### src/rtl/fp_add_pkg.sv
// Shared constants and types for the round-robin float-adder arbiter.
package fp_add_pkg;

  localparam int FP_W        = 32;
  localparam int SIGN_BIT    = 31;
  localparam int EXP_MSB     = 30;
  localparam int EXP_LSB     = 23;
  localparam int MANT_MSB    = 22;
  localparam int MANT_LSB    = 0;

  localparam int DEF_N_REQ   = 4;
  localparam int DEF_ADD_LAT = 1;
  localparam int MAX_N_REQ   = 8;

  // Tag index is sized for the largest supported requester count.
  localparam int TAG_IDX_W   = $clog2(MAX_N_REQ);

  typedef struct packed {
    logic                 valid;
    logic [TAG_IDX_W-1:0] idx;
  } tag_t;

endpackage

### src/rtl/rr_picker.sv
// Combinational round-robin select: first eligible index at or after the pointer.
module rr_picker #(
  parameter int N  = 4,
  parameter int IW = $clog2(N)
) (
  input  logic [N-1:0]  i_eligible,
  input  logic [IW-1:0] i_ptr,
  output logic [N-1:0]  o_grant,
  output logic [IW-1:0] o_idx,
  output logic          o_any
);

  logic [IW:0] w_cand;

  // Candidates are visited ptr, ptr+1, ... with wrap at N, which need not be a power of two.
  always_comb begin
    o_grant = '0;
    o_idx   = '0;
    o_any   = 1'b0;
    w_cand  = '0;
    for (int k = 0; k < N; k++) begin
      w_cand = {1'b0, i_ptr} + (IW+1)'(k);
      if (w_cand >= (IW+1)'(N)) begin
        w_cand = w_cand - (IW+1)'(N);
      end
      if (!o_any && i_eligible[w_cand[IW-1:0]]) begin
        o_any                   = 1'b1;
        o_grant[w_cand[IW-1:0]] = 1'b1;
        o_idx                   = w_cand[IW-1:0];
      end
    end
  end

endmodule

### src/rtl/fp_add_arbiter.sv
// Shares one float adder among N_REQ requesters: round-robin grant, a tag pipeline
// matched to the adder latency, and a one-entry response buffer per requester.
module fp_add_arbiter
  import fp_add_pkg::*;
#(
  parameter int N_REQ   = DEF_N_REQ,
  parameter int ADD_LAT = DEF_ADD_LAT,
  parameter int CNT_W   = 16
) (
  input  logic                  clk,
  input  logic                  rst_n,
  input  logic [N_REQ-1:0]      req_valid,
  input  logic [FP_W*N_REQ-1:0] req_x,
  input  logic [FP_W*N_REQ-1:0] req_y,
  output logic [N_REQ-1:0]      req_ready,
  output logic [N_REQ-1:0]      rsp_valid,
  output logic [FP_W*N_REQ-1:0] rsp_data,
  input  logic [N_REQ-1:0]      rsp_ready,
  output logic [FP_W-1:0]       add_x,
  output logic [FP_W-1:0]       add_y,
  output logic                  add_valid_x,
  output logic                  add_valid_y,
  input  logic [FP_W-1:0]       add_data,
  output logic [CNT_W-1:0]      ops_done,
  output logic                  idle
);

  localparam int IDX_W = $clog2(N_REQ);

  logic [N_REQ-1:0]      r_busy;
  logic [N_REQ-1:0]      r_rspValid;
  logic [FP_W*N_REQ-1:0] r_rspData;
  logic [IDX_W-1:0]      r_rrPtr;
  logic [CNT_W-1:0]      r_opsDone;
  tag_t                  r_tag [ADD_LAT];

  logic [N_REQ-1:0]      w_eligible;
  logic [N_REQ-1:0]      w_grant;
  logic [IDX_W-1:0]      w_grantIdx;
  logic                  w_grantAny;
  logic [N_REQ-1:0]      w_handshake;
  logic [CNT_W-1:0]      w_hsCount;
  tag_t                  w_tagOut;

  // busy is purely registered, so grants never depend combinationally on rsp_ready.
  assign w_eligible  = req_valid & ~r_busy;
  assign w_handshake = r_rspValid & rsp_ready;
  assign w_tagOut    = r_tag[ADD_LAT-1];

  rr_picker #(
    .N  (N_REQ),
    .IW (IDX_W)
  ) u_picker (
    .i_eligible (w_eligible),
    .i_ptr      (r_rrPtr),
    .o_grant    (w_grant),
    .o_idx      (w_grantIdx),
    .o_any      (w_grantAny)
  );

  always_comb begin
    add_x = '0;
    add_y = '0;
    for (int i = 0; i < N_REQ; i++) begin
      if (w_grant[i]) begin
        add_x = req_x[i*FP_W +: FP_W];
        add_y = req_y[i*FP_W +: FP_W];
      end
    end
  end

  always_comb begin
    w_hsCount = '0;
    for (int i = 0; i < N_REQ; i++) begin
      w_hsCount = w_hsCount + CNT_W'(w_handshake[i]);
    end
  end

  always_ff @(posedge clk or negedge rst_n) begin
    if (!rst_n) begin
      r_rrPtr <= '0;
    end else if (w_grantAny) begin
      r_rrPtr <= (w_grantIdx == IDX_W'(N_REQ-1)) ? '0 : w_grantIdx + 1'b1;
    end
  end

  // Completion timing comes only from this pipeline; the adder's own valid is unused.
  always_ff @(posedge clk or negedge rst_n) begin
    if (!rst_n) begin
      for (int s = 0; s < ADD_LAT; s++) begin
        r_tag[s] <= '0;
      end
    end else begin
      r_tag[0].valid <= w_grantAny;
      r_tag[0].idx   <= TAG_IDX_W'(w_grantIdx);
      for (int s = 1; s < ADD_LAT; s++) begin
        r_tag[s] <= r_tag[s-1];
      end
    end
  end

  always_ff @(posedge clk or negedge rst_n) begin
    if (!rst_n) begin
      r_busy     <= '0;
      r_rspValid <= '0;
      r_rspData  <= '0;
    end else begin
      for (int i = 0; i < N_REQ; i++) begin
        if (w_handshake[i]) begin
          r_rspValid[i] <= 1'b0;
          r_busy[i]     <= 1'b0;
        end
        if (w_tagOut.valid && (w_tagOut.idx == TAG_IDX_W'(i))) begin
          r_rspValid[i]              <= 1'b1;
          r_rspData[i*FP_W +: FP_W]  <= add_data;
        end
        if (w_grant[i]) begin
          r_busy[i] <= 1'b1;
        end
      end
    end
  end

  always_ff @(posedge clk or negedge rst_n) begin
    if (!rst_n) begin
      r_opsDone <= '0;
    end else begin
      r_opsDone <= r_opsDone + w_hsCount;
    end
  end

  assign req_ready   = w_grant;
  assign add_valid_x = w_grantAny;
  assign add_valid_y = w_grantAny;
  assign rsp_valid   = r_rspValid;
  assign rsp_data    = r_rspData;
  assign ops_done    = r_opsDone;
  assign idle        = ~|req_valid & ~|r_busy;

endmodule

### config.mk
export PLATFORM = sky130hd
export DESIGN_NAME = fp_add_arbiter
export DESIGN_NICKNAME = d
export VERILOG_FILES = /design/src/rtl/fp_add_pkg.sv /design/src/rtl/rr_picker.sv /design/src/rtl/fp_add_arbiter.sv
export SDC_FILE = /design/constraint.sdc
export NUM_CORES = 1
export LEC_CHECK = 0
export CORE_AREA = 10 10 190 192
export CTS_CLUSTER_DIAMETER = 40
export DETAILED_ROUTE_END_ITERATION = 7
export DIE_AREA = 0 0 200 202
export GPL_TIMING_DRIVEN = 0
export SETUP_SLACK_MARGIN = 0.5
export SLEW_MARGIN = 20
export SYNTH_ARGS = -nofsm -noshare
export SYNTH_HDL_FRONTEND = slang
export SYNTH_HIERARCHICAL = 1
export SYNTH_SLANG_ARGS = --single-unit
### constraint.sdc
create_clock -name clk -period 4.1 [get_ports clk]
set_input_delay 0.82 -clock clk [delete_from_list [all_inputs] [get_ports clk]]
set_output_delay 0.82 -clock clk [all_outputs]
set_load 0.02 [all_outputs]
After elaboration in Yosys (flattened, before gate mapping)
Cells that the tools add are included.
Storage, ports and cells
  output and inout port bits: 219
  flip-flop bits (word level): 157
  input bits: 298
  word-level logic and storage cells: 131
Cells by class
  $lt $le $gt $ge: 12
  $add $sub $neg: 12
  equality and inequality tests: 4
  muxes and demuxes: 53
  bitwise operators: 7
  reduce and logical (&&, ||, !) cells: 27
Operators with widths (number)
  32-bit two-way mux: 8
  1-bit two-way mux: 24
  2-bit two-way mux: 9
  16-bit by 4-bit adder with 16-bit output: 1
  4-bit two-way mux: 4
  2-bit nonzero test: 8
  2-bit by 3-bit < comparator with 1-bit output, second input constant: 4
  4-bit OR: 3
  1-bit logical AND: 11
  3-bit >= comparator, second input constant: 3
  4-bit AND: 2
  1-bit binary-select mux with 2-bit select: 4
  1-bit demux with 2-bit select: 4
  2-bit by 1-bit >= comparator with 1-bit output, second input constant: 4
  4-bit OR reduction: 2
  2-bit by 1-bit subtractor with 2-bit output, second input constant: 4
  2-bit by 2-bit adder with 3-bit output, second input constant: 2
  2-bit == test, second input constant: 3
  1-bit zero test: 5
  3-bit by 1-bit adder with 4-bit output: 1
  4-bit inverter: 1
  2-bit by 1-bit adder with 3-bit output: 1
  2-bit by 1-bit adder with 3-bit output, second input constant: 1
  2-bit by 3-bit >= comparator with 1-bit output, second input constant: 1
  5 further kinds: 5

Longest topological paths before layout
Gate-level depths: netlist (run 1).
  word-level depth: 18
  gate-level depth with buffers: 13
  gate-level depth less buffers: 10

Modules after synthesis
Netlist (run 1), hierarchy kept.
Modules (own cells, without submodules)
  fp_add_arbiter: times used 1, area an instance 7915.1 µm², cells each 674, seq. area each 3928.8 µm²
  rr_picker: times used 1, area an instance 419.2 µm², cells each 45, seq. area each 0.0 µm²

Worst setup path before layout (run 1)
OpenSTA, ideal clock, no wires.
  path kind: input-to-output
  start point: input port req_valid[2]
  end point: output port add_y[10]
  required time: 3.280 ns
  stages on the path: 11
  slack: -0.476 ns
  data arrival time: 3.756 ns
  buffers on the path: 3
  cell sequence: nor2b_1 -> mux4_2 -> buf_6 -> and2b_2 -> a22oi_1 -> o21ai_0 -> nor2b_1 -> buf_2 -> buf_2 -> a221oi_1 -> o31ai_1
Between the ends
  word-level cells in the longest chain between the ends: 17
  elaborated cells between the ends (all ways): 29
  those cells by class: mux: 19; bitwise: 4; reduce/logical: 6
RTL lines
  start, declared: line fp_add_arbiter.sv:12  | input logic [N_REQ-1:0] req_valid,
  4-bit AND *: line fp_add_arbiter.sv:46  | assign w_eligible = req_valid & ~r_busy;
  1-bit binary-select mux with 2-bit select: line rr_picker.sv:26  | if (!o_any && i_eligible[w_cand[IW-1:0]]) begin
  1-bit two-way mux (implied by the code): line rr_picker.sv:26
  1-bit two-way mux: line rr_picker.sv:26
  1-bit zero test: line rr_picker.sv:26
  1-bit logical AND: line rr_picker.sv:26
  1-bit two-way mux: line rr_picker.sv:26
  1-bit zero test: line rr_picker.sv:26
  1-bit logical AND: line rr_picker.sv:26
  1-bit two-way mux: line rr_picker.sv:26
  1-bit zero test: line rr_picker.sv:26
  1-bit logical AND: line rr_picker.sv:26
  4-bit two-way mux *: line rr_picker.sv:26
  named net req_ready[0]: line fp_add_arbiter.sv:15  | output logic [N_REQ-1:0] req_ready,
  32-bit two-way mux * (4 in a row): line fp_add_arbiter.sv:65  | if (w_grant[i]) begin
  end, declared: line fp_add_arbiter.sv:20  | output logic [FP_W-1:0] add_y,
The timed path passes the listed nets; every way through them passes the cells marked *. The select of a mux whose other input is x is not followed.

Final worst setup path (run 1)
  start point: input port req_valid[3]
  end point: output port add_y[11]
Between the ends
  word-level cells in the longest chain between the ends: 17
  elaborated cells between the ends (all ways): 29
  those cells by class: mux: 19; bitwise: 4; reduce/logical: 6
RTL lines
  4-bit AND *: line fp_add_arbiter.sv:46
  named net w_eligible[3]: line fp_add_arbiter.sv:37  | logic [N_REQ-1:0] w_eligible;
  1-bit binary-select mux with 2-bit select: line rr_picker.sv:26
  1-bit two-way mux (implied by the code): line rr_picker.sv:26
  1-bit two-way mux: line rr_picker.sv:26
  1-bit zero test: line rr_picker.sv:26
  1-bit logical AND: line rr_picker.sv:26
  1-bit two-way mux: line rr_picker.sv:26
  1-bit zero test: line rr_picker.sv:26
  1-bit logical AND: line rr_picker.sv:26
  1-bit two-way mux: line rr_picker.sv:26
  1-bit zero test: line rr_picker.sv:26
  1-bit logical AND: line rr_picker.sv:26
  4-bit two-way mux *: line rr_picker.sv:26
  32-bit two-way mux (3 in a row): line fp_add_arbiter.sv:65
  32-bit two-way mux *: line fp_add_arbiter.sv:65
Marked as above.

==> run summary, run 1 <==
Run status -> complete, but fails checks
Violated checks -> negative setup slack
Post-Layout Inst Area -> 17100 um^2
Comb pwr share -> 79.0%
Clock-pin slew on the worst setup and hold paths -> 70 ps
Number of remaining DRC errors -> 0
Signed area change from the synthesized netlist to the final layout -> 105%
TritonCTS clock tree -> done
Share of total power in sequential cells -> 13.1%
Leakage -> 6.85 nW
EDFF count, synth -> 0
Share of the synthesized area in the top cell type -> 47.1%
Share of the yosys chip area belonging to registers -> 47.1%
Number of hold violations in the final report -> 0
Worst-case clock buffer depth -> 2
Leading cell types by count after synthesis -> 157 x sky130_fd_sc_hd__dfrtp_1, 130 x sky130_fd_sc_hd__mux2_2, 77 x sky130_fd_sc_hd__nand2_1
Number of placed I/O pins -> 517
Worst Setup Path Type -> in -> out
Number of antenna violations at the first check in global routing -> 5
Start point of the critical path -> req_valid[3]
# port buffers -> 516
Share of total power consumed by net switching -> 45.5%
Cell type with the largest total area after synthesis -> sky130_fd_sc_hd__dfrtp_1
Die footprint -> 40400 um^2
Area occupied by registers -> 3930 um^2
Global-route wire length before repair -> 61400 um
Max-slew violation count -> 0
Worst path required time -> 3280 ps
Largest cells by area after synthesis -> sky130_fd_sc_hd__dfrtp_1 47%, sky130_fd_sc_hd__mux2_2 18%, sky130_fd_sc_hd__a221oi_1 6.6%, sky130_fd_sc_hd__o31ai_1 5.8%, sky130_fd_sc_hd__nor2b_1 5.1%
Met2 Track Usage GR -> 36.3%
Crit path DAT -> 3480 ps
Fill cell instance count of the final layout -> 2855
Via count of the first global-routing pass -> 8842
Clock sink total -> 157
Global-route track usage on met3 -> 6.40%
Critical path fanouts, max -> 8
Post-layout util -> 52.9%
Root buf cell -> sky130_fd_sc_hd__clkbuf_16
Post-Route Skew -> 13.0 ps
Period minus WS final -> 4300 ps
Net Count, Synth -> 1027
Total congestion overflow after global routing -> 0
Total net switching power -> 9.52 mW
Post-Place Worst Slack -> -1500 ps
Summed instance area of the synthesized netlist -> 8330 um^2
DRC marker count from the first detailed-route iteration -> 341
Area of placed instances -> 14600 um^2
Async set-reset flop share out of synthesis -> 100%
Crit. End Element -> output pin
Final #Nets -> 1631
Slew headroom -> 66.9%
Met1 track demand over resource in global routing -> 23.5%
Worst IR drop on VDD -> 0.000835 V
Max Cap Viol -> 0
Synth Flop Type -> sky130_fd_sc_hd__dfrtp_1
Antenna Nets Post-Route -> 0
Number of warnings printed during yosys synthesis -> 6
Type of origin of the critical path -> input pin
Number of synthesized register bits -> 157
Synth unique cells -> 40
Average instance area after synthesis -> 11.6 um^2
Cells after Synth -> 719
Clock power frac -> 7.9%
Most congested layer reported by global routing -> met2
Least-Margin Pin Slew -> 496 ps
Core area -> 32300 um^2
Period utilization -> 105%
Site Rows -> 66
Cell internal power dissipation -> 11.4 mW
Maximum level of the CTS H-tree -> 4
Total area of multi-input combinational cells -> 5320 um^2
Worst-skew pair later-pin latency -> 420 ps
Placer's final routability congestion estimate -> 0.909
Total iterations of the first detailed-routing run -> 6
Path type of the worst min-delay path -> in -> async
Share of layout cells above drive strength 1 -> 39.5%
Total number of vias -> 8485
Die height -> 202 um
Most frequently used cell type in the post-synthesis netlist -> sky130_fd_sc_hd__dfrtp_1
Total routing resource utilization after global routing -> 20.6%
Maximum number of pins on one net before global-route repair -> 96
Total power per unit cell area -> 1220 nW/um^2
Reg2reg start -> rsp_valid[2]
WL per Instance -> 24.7 um
Vias per std cell -> 4.76
Setup repair after global routing missed its margin -> yes
PnR Total Power -> 20.9 mW
Total of endpoints with negative setup slack in the final report -> 57
Setup WS post-layout -> -196 ps
Highest clock frequency the design can meet -> 233 MHz
Estimated wirelength of the detail-placed design -> 34700 um
Width of the die -> 200 um
Sum of routed wire length over all layers -> 44000 um
Num CTS Buffers -> 17
Starting utilization of the core area -> 25.8%
## cell usage in the layout, fill, tap and decap left out, types with 6 or more instances in the layout
cell type	instances
sky130_fd_sc_hd__buf_4	96
sky130_fd_sc_hd__mux2_2	130
sky130_fd_sc_hd__nor2b_4	8
sky130_fd_sc_hd__nand2_1	75
sky130_fd_sc_hd__nor2b_1	55
sky130_fd_sc_hd__xnor2_1	11
sky130_fd_sc_hd__o31ai_2	55
sky130_fd_sc_hd__buf_12	15
sky130_fd_sc_hd__dfrtp_1	156
sky130_fd_sc_hd__ha_1	6
sky130_fd_sc_hd__clkbuf_4	10
sky130_fd_sc_hd__inv_8	7
sky130_fd_sc_hd__clkdlybuf4s50_1	441
sky130_fd_sc_hd__a221oi_4	32
sky130_fd_sc_hd__buf_2	9
sky130_fd_sc_hd__inv_1	11
sky130_fd_sc_hd__clkbuf_16	26
sky130_fd_sc_hd__clkbuf_8	13
sky130_fd_sc_hd__buf_6	34
sky130_fd_sc_hd__a221oi_2	31
sky130_fd_sc_hd__o31ai_4	8
## per-stage QoR
step / cells / hold slack [ps] / setup TNS [ps]
2_1_floorplan: 719 / 522 / 0
3_3_place_gp: 1677 / 462 / -751860
3_5_place_dp: 1678 / 463 / -79140
4_1_cts: 1751 / 338 / -2670
5_1_grt: 1780 / 352 / -14060
6_report: 1782 / 326 / -5180
## layer usage
layer | part of all wire [%] | up-vias
li1 | - | 3902
met1 | 38 | 4249
met2 | 52 | 293
met3 | 8.2 | 39
met4 | 1.5 | 2
met5 | 0.018 | -
## layout make-up
cell class                      instances  share of cell area [%]
Antenna cell                            4                  0.0586
Buffer                                 58                    4.47
Clock buffer                           17                    2.49
Clock inverter                         15                    1.11
Inverter                               13                   0.301
Multi-Input combinational cell        491                    31.1
Sequential cell                       157                    23.0
Tap cell                              442                    3.24
Timing Repair Buffer                  585                    34.2
## what timing repair did
item                                    CTS  global route
hold endpoints to repair                  0             0
gates resized for setup                 562            79
cloned                                    7             4
hold buffers                              0             0
endpoints found under the setup margin   70            69
pin swaps                                17            17
buffers inserted                         34            23
## worst max-delay path, stage by stage
cell and delay, ps:
sky130_fd_sc_hd__buf_2 110, sky130_fd_sc_hd__nor2b_4 130, sky130_fd_sc_hd__mux4_2 530, sky130_fd_sc_hd__nor4b_4 360, sky130_fd_sc_hd__buf_4 190, sky130_fd_sc_hd__a22oi_2 70, sky130_fd_sc_hd__o21ai_4 110, sky130_fd_sc_hd__nor2b_4 80
sky130_fd_sc_hd__buf_12 160, sky130_fd_sc_hd__buf_6 130, sky130_fd_sc_hd__buf_16 140, sky130_fd_sc_hd__a221oi_4 370, sky130_fd_sc_hd__o31ai_4 110, sky130_fd_sc_hd__buf_6 140
## sequential cells by signal, indices dropped and copies added (netlist names)
register and cells:
rsp_data 128, r_rrPtr 2, ops_done 16, rsp_valid 4, r_busy 4, r_tag 3
## logic make-up after synthesis
logic type / after synthesis / share of synthesized area [%]
AOI/OAI and AO/OA: 155 / 14.6
xor gates and xnor gates: 14 / 1.47
adders and majority gates: 10 / 1.77
buffers and inverters: 71 / 4.59
DFF: 157 / 47.1
muxes: 138 / 19.2
and+or+nand+nor: 174 / 11.2
## final timing paths
check / slack (ps) / to / depth (start not counted)
max: -200 / add_y[11] / 14
min: 330 / ops_done[14] / 1
max reg2reg: 1420 / ops_done[8] / 9
min reg2reg: 470 / ops_done[15] / 1
max in group asynchronous: 2920 / rsp_data[45] / 2
min in group clk: 470 / ops_done[15] / 1
## power groups by stage
stage          logic, mW  registers, mW  clock network (mW)
2_1_floorplan       6.48           3.61                   0
4_1_cts             15.5           2.74                1.72
5_1_grt             17.3           2.83                1.77
3_3_place_gp        13.4           2.76                   0
3_5_place_dp        13.4           2.78                   0
6_report            16.5           2.74                1.66
Power figures use the tool's default switching activity.
==> inputs of run 2 (changes only) <==
--- a/config.mk
+++ b/config.mk
@@ -10,8 +10,8 @@
 export DETAILED_ROUTE_END_ITERATION = 7
 export DIE_AREA = 0 0 200 202
 export GPL_TIMING_DRIVEN = 0
+export HOLD_SLACK_MARGIN = 0.08
 export SETUP_SLACK_MARGIN = 0.5
-export SLEW_MARGIN = 20
 export SYNTH_ARGS = -nofsm -noshare
 export SYNTH_HDL_FRONTEND = slang
 export SYNTH_HIERARCHICAL = 1
==> results of run 2 <==
Final layout, timing and power as in run 1 (identical DEF).
